===== src/rtl/spm_pkg.sv =====
`default_nettype none
// ============================================================================
// Module      : spm_pkg
// Description : Shared constants, types and helpers for serial_pattern_matcher.
// Revision    : 1.0 - initial release
// ============================================================================
package spm_pkg;

  // Largest supported pattern length
  localparam int SPM_N_MAX = 32;

  // All-compare mask at maximum width; truncated to N bits by users
  localparam logic [SPM_N_MAX-1:0] SPM_MASK_ALL = {SPM_N_MAX{1'b1}};

  // Overlap mode as seen on the overlap input
  typedef enum logic {
    SPM_NONOVL = 1'b0,
    SPM_OVL    = 1'b1
  } spm_ovl_e;

  // Width needed for a fill counter that must hold the value n
  function automatic int spm_fill_w(input int n);
    return $clog2(n + 1);
  endfunction

endpackage
`default_nettype wire


===== src/rtl/spm_sat_counter.sv =====
`default_nettype none
// ============================================================================
// Module      : spm_sat_counter
// Description : Generic W-bit saturating up-counter with synchronous clear.
//               Clear has priority over increment.
// Revision    : 1.0 - initial release
// ============================================================================
module spm_sat_counter #(
  parameter int W = 8
) (
  input  logic         clk,
  input  logic         rst_n,
  input  logic         clr_i,
  input  logic         inc_i,
  output logic [W-1:0] count_o
);

  logic [W-1:0] count_q;

  // Count increments, holding at all-ones; clear wins over increment
  always_ff @(posedge clk) begin
    if (!rst_n) begin
      count_q <= '0;
    end else if (clr_i) begin
      count_q <= '0;
    end else if (inc_i && (count_q != {W{1'b1}})) begin
      count_q <= count_q + 1'b1;
    end
  end

  assign count_o = count_q;

endmodule
`default_nettype wire


===== src/rtl/serial_pattern_matcher.sv =====
`default_nettype none
// ============================================================================
// Module      : serial_pattern_matcher
// Description : Compares a serial bitstream against a run-time loadable
//               pattern and don't-care mask, in overlapping or
//               non-overlapping mode. A registered one-cycle detect pulse
//               follows the bit that completes the pattern, and only once N
//               valid bits have been captured.
//               Optional feature macro: SPM_MATCH_COUNT_EN adds a saturating
//               match counter (count_clr / match_count ports).
// Revision    : 1.0 - initial release
// ============================================================================
module serial_pattern_matcher
  import spm_pkg::*;
#(
  parameter int           N           = 4,
  parameter logic [N-1:0] PATTERN_RST = N'(4'b1101),
  parameter logic [N-1:0] MASK_RST    = N'(SPM_MASK_ALL),
  parameter int           CNT_W       = 8
) (
  input  logic             clk,
  input  logic             rst_n,
  input  logic             din,
  input  logic             din_valid,
  input  logic             overlap,
  input  logic             cfg_we,
  input  logic [N-1:0]     cfg_pattern,
  input  logic [N-1:0]     cfg_mask,
`ifdef SPM_MATCH_COUNT_EN
  input  logic             count_clr,
  output logic [CNT_W-1:0] match_count,
`endif
  output logic             detect
);

  localparam int           FW        = spm_fill_w(N);
  localparam logic [FW-1:0] FILL_FULL = FW'(N);

  // Only the N-1 most recent bits need storing: the oldest of the N compared
  // bits is always shifted out before it could be observed again, and the
  // incoming din supplies the newest.
  logic [N-2:0]  sr_q;
  logic [FW-1:0] fill_q;
  logic [N-1:0]  pattern_q;
  logic [N-1:0]  mask_q;
  logic          detect_q;

  logic [N-1:0]  sr_d;
  logic [FW-1:0] fill_d;
  logic          hit;
  spm_ovl_e      ovl_mode;

  assign ovl_mode = spm_ovl_e'(overlap);

  // Post-shift history, saturating fill, and masked compare for this beat
  always_comb begin
    sr_d   = {sr_q, din};
    fill_d = (fill_q == FILL_FULL) ? FILL_FULL : fill_q + 1'b1;
    hit    = din_valid && !cfg_we && (fill_d == FILL_FULL) &&
             (((sr_d ^ pattern_q) & mask_q) == '0);
  end

  // History, fill, configuration and detect pulse; cfg_we drops any
  // concurrent data beat and restarts the fill
  always_ff @(posedge clk) begin
    if (!rst_n) begin
      sr_q      <= '0;
      fill_q    <= '0;
      pattern_q <= PATTERN_RST;
      mask_q    <= MASK_RST;
      detect_q  <= 1'b0;
    end else begin
      detect_q <= hit;
      if (cfg_we) begin
        pattern_q <= cfg_pattern;
        mask_q    <= cfg_mask;
        sr_q      <= '0;
        fill_q    <= '0;
      end else if (din_valid) begin
        if (hit && (ovl_mode == SPM_NONOVL)) begin
          sr_q   <= '0;
          fill_q <= '0;
        end else begin
          sr_q   <= sr_d[N-2:0];
          fill_q <= fill_d;
        end
      end
    end
  end

  assign detect = detect_q;

`ifdef SPM_MATCH_COUNT_EN
  spm_sat_counter #(
    .W (CNT_W)
  ) u_match_cnt (
    .clk     (clk),
    .rst_n   (rst_n),
    .clr_i   (count_clr),
    .inc_i   (hit),
    .count_o (match_count)
  );
`endif

endmodule
`default_nettype wire


===== config.mk =====
export PLATFORM = sky130hd
export DESIGN_NAME = serial_pattern_matcher
export DESIGN_NICKNAME = d
export VERILOG_FILES = /design/src/rtl/spm_pkg.sv /design/src/rtl/spm_sat_counter.sv /design/src/rtl/serial_pattern_matcher.sv
export SDC_FILE = /design/constraint.sdc
export NUM_CORES = 1
export LEC_CHECK = 0
export ABC_AREA = 1
export CORE_UTILIZATION = 32
export CTS_CLUSTER_DIAMETER = 80
export CTS_CLUSTER_SIZE = 24
export DETAILED_ROUTE_END_ITERATION = 16
export HOLD_SLACK_MARGIN = 0.1
export PLACE_DENSITY_LB_ADDON = 0.25
export SLEW_MARGIN = 10
export SYNTH_ARGS = -nofsm -noshare
export SYNTH_HDL_FRONTEND = slang
export SYNTH_SLANG_ARGS = --single-unit

===== constraint.sdc =====
create_clock -name clk -period 1.3 [get_ports clk]
set_input_delay 0.195 -clock clk [delete_from_list [all_inputs] [get_ports clk]]
set_output_delay 0.195 -clock clk [all_outputs]
set_load 0.01 [all_outputs]

==> impl_metrics.json <==
{
  "regToRegSetupSlack_ns": 0.05,
  "cts_max_level": 1,
  "postPlaceCellArea_um2": 913,
  "ys_seq_elements": 15,
  "cp_max_fo": 4,
  "rows": 16,
  "num_vias": 672,
  "cts_hold_buf": 0,
  "place_congestion": 0.808,
  "hold_ws_ns": 0.467,
  "syn_nets": 116,
  "dp_hpwl_um": 1070,
  "clock-sinks": 15,
  "die-area_mm2": 0.00239,
  "grt_pass1_vias": 571,
  "die_w_um": 48.9,
  "cp.required_ns": 1.48,
  "drcViolationCount": 0,
  "synth_area_um2": 704,
  "track_usage_pct": 12.8,
  "max_slew_margin_pct": 88.1,
  "fill_cells": 214,
  "core_area_mm2": 0.00202,
  "routed_via_density": 4.48,
  "first_pass_iters": 4,
  "regArea_um2": 303,
  "nets": 140,
  "routed_wl_um": 1410,
  "worstMarginPinSlew_ns": 0.179,
  "worstSetupStartpointType": "flip-flop",
  "critPathKind": "flip-flop to flip-flop",
  "cap_violations": 0,
  "ir_worst_vdd_mv": 0.441,
  "dieHeight_um": 48.9,
  "io_pins": 15,
  "hold_class": "flip-flop to flip-flop",
  "min_to": "pattern_q[3]",
  "clk_latency_ns": 0.28,
  "cp-end-kind": "flip-flop",
  "fin_crit_sh_pct": 96.0,
  "r2r-start": "fill_q[0]",
  "clk_pin_slew_worst_paths_ns": 0.09,
  "finalSetupTns_ns": 0,
  "synth_area_leaders": "dfxtp_1 43%, nand2_1 13%, inv_1 7.5%",
  "final_cell_mix": "25 x nand2_1, 13 x dfxtp_1, 13 x clkdlybuf4s50_1",
  "power_density_mw_per_mm2": 939,
  "critPathArrivalTime_ns": 1.43,
  "final_common_cell": "nand2_1",
  "avgSynthCellArea_um2": 7.04,
  "antenna_found_initial": 0,
  "synth_top_area_cell": "dfxtp_1",
  "min-delay-start": "pattern_q[3]",
  "clk_root_buffer_cell": "clkbuf_4",
  "cts_buffers": 3,
  "cts_tree": "yes",
  "cp_slowest_stage_delay_ns": 0.34,
  "area_growth_pct": 36.6,
  "design_area_um2": 962,
  "drive_above_1_share_pct": 21.1,
  "grt-ovfl-total": 0,
  "status": "completed",
  "multi_input_comb_area_um2": 339,
  "initial_core_util_pct": 34.8,
  "report.final.slew_viol_count": 0,
  "finalCriticalPeriod_ns": 1.25,
  "setup_viol": 0,
  "drtIter0Drc": 7,
  "ant_nets": 0,
  "hold_viol": 0,
  "antenna_cells": 0,
  "netlist.area_leader.share_pct": 42.6,
  "port_buffers": 14,
  "clock_path_buffers": 2,
  "holdPathStages": 2,
  "skew_ns": 0.00716,
  "cp_slowest_cell": "dfxtp_2",
  "crit_chain": "inv_2, ha_4, inv_2, o21ai_2, nand2_1, nor2_2, nand3_2, nand2_1, a21oi_1",
  "ys_types": 18,
  "grt_setup_unrepaired": "true",
  "grt_pass1_wl_um": 2330,
  "synthCells": 100,
  "seq_area_frac_synth_pct": 42.6,
  "timing.rr.end": "sr_q[1]",
  "reg2reg_depth": 9,
  "max_freq_ghz": 0.801,
  "avgRoutedWirePerCell_um": 9.41,
  "grt_start_max_net_pins": 12,
  "p_leak_nw": 0.440,
  "ys_warn_count": 0
}
where the power goes:
group | switching, W | leakage, nW | total (W) | internal [W]
Combinational | 0.0000658 | 0.298 | 0.000142 | 0.0000766
Sequential | 0.0000140 | 0.125 | 0.000497 | 0.000483
Clock | 0.000150 | 0.0177 | 0.000265 | 0.000114
Total | 0.000230 | 0.440 | 0.000904 | 0.000673
critical path: cells and delay by family (launching register included):
| kind | cells | cell delay (ns) |
|---|---|---|
| buffers and inverters | 2 | 0.10 |
| flip-flops | 1 | 0.34 |
| adder cells (fa/ha/maj) | 1 | 0.13 |
| AND/OR/NAND/NOR | 4 | 0.40 |
| AO/OA/AOI/OAI | 2 | 0.17 |
cell type report:
type	count	share of cell area (%)
multi-input combinational	65	35.2
sequential	15	31.5
timing repair buffer	21	19.9
inverter	18	7.02
tap	27	3.51
clock buffer	3	2.34
clock inverter	1	0.520
routing by layer:
| metal | routed length [um] | global-route usage [%] |
|---|---|---|
| met5 | 0 | 0 |
| met2 | 662 | 21.3 |
| met4 | 29 | 8.82 |
| met3 | 64 | 2.80 |
| met1 | 655 | 14.6 |
worst max path at each step:
stage,from,to,slack [ns],cells after the start
after floorplan,fill_q[0],sr_q[1],0.03,8
after global placement,din,sr_q[1],-0.07,8
after detailed placement,din,sr_q[1],-0.08,8
after CTS,fill_q[0],sr_q[1],0.007,8
after global routing,fill_q[0],sr_q[1],-0.05,9
final,fill_q[0],sr_q[1],0.05,9
cells by family (layout without fill, tap and decap cells):
| family | count (synthesis) | in the layout | share of synthesized area, % |
|---|---|---|---|
| AO/OA/AOI/OAI | 18 | 18 | 13.7 |
| adder cells (fa/ha/maj) | 2 | 2 | 3.55 |
| buffers and inverters | 20 | 43 | 11.0 |
| flip-flops | 15 | 15 | 42.6 |
| AND/OR/NAND/NOR | 45 | 45 | 29.1 |
stage by stage:
stage                     std cells  setup slack (ns)  power (W)  util (%)
after floorplan                 100            0.0306   0.000574         -
after global placement          145           -0.0678   0.000643      45.2
after detailed placement        145           -0.0757   0.000645      45.2
after CTS                       149           0.00747   0.000916      46.5
after global routing            150           -0.0486   0.000967      47.6
final                           150            0.0518   0.000904      47.6
sequential cells by signal, indices dropped and copies added (netlist names):
signal / cells
sr_q: 3
fill_q: 3
pattern_q: 4
mask_q: 4
detect: 1
repair_timing:
| item | in CTS | in global routing |
|---|---|---|
| pin swaps | 1 | 8 |
| endpoints found under the setup margin | 5 | 4 |
| setup buffers | 0 | 1 |
| endpoints found under the hold margin | 0 | 0 |
| gates resized for setup | 2 | 4 |
synth_stat cells (all sizes together):
cell,number
a21oi,9
o21ai,8
buf,2
o211ai,1
clkinv,1
nand2,25
or2,2
nor2,7
nand3,11
ha,2
inv,17
dfxtp,15
Power figures use the tool's default switching activity.
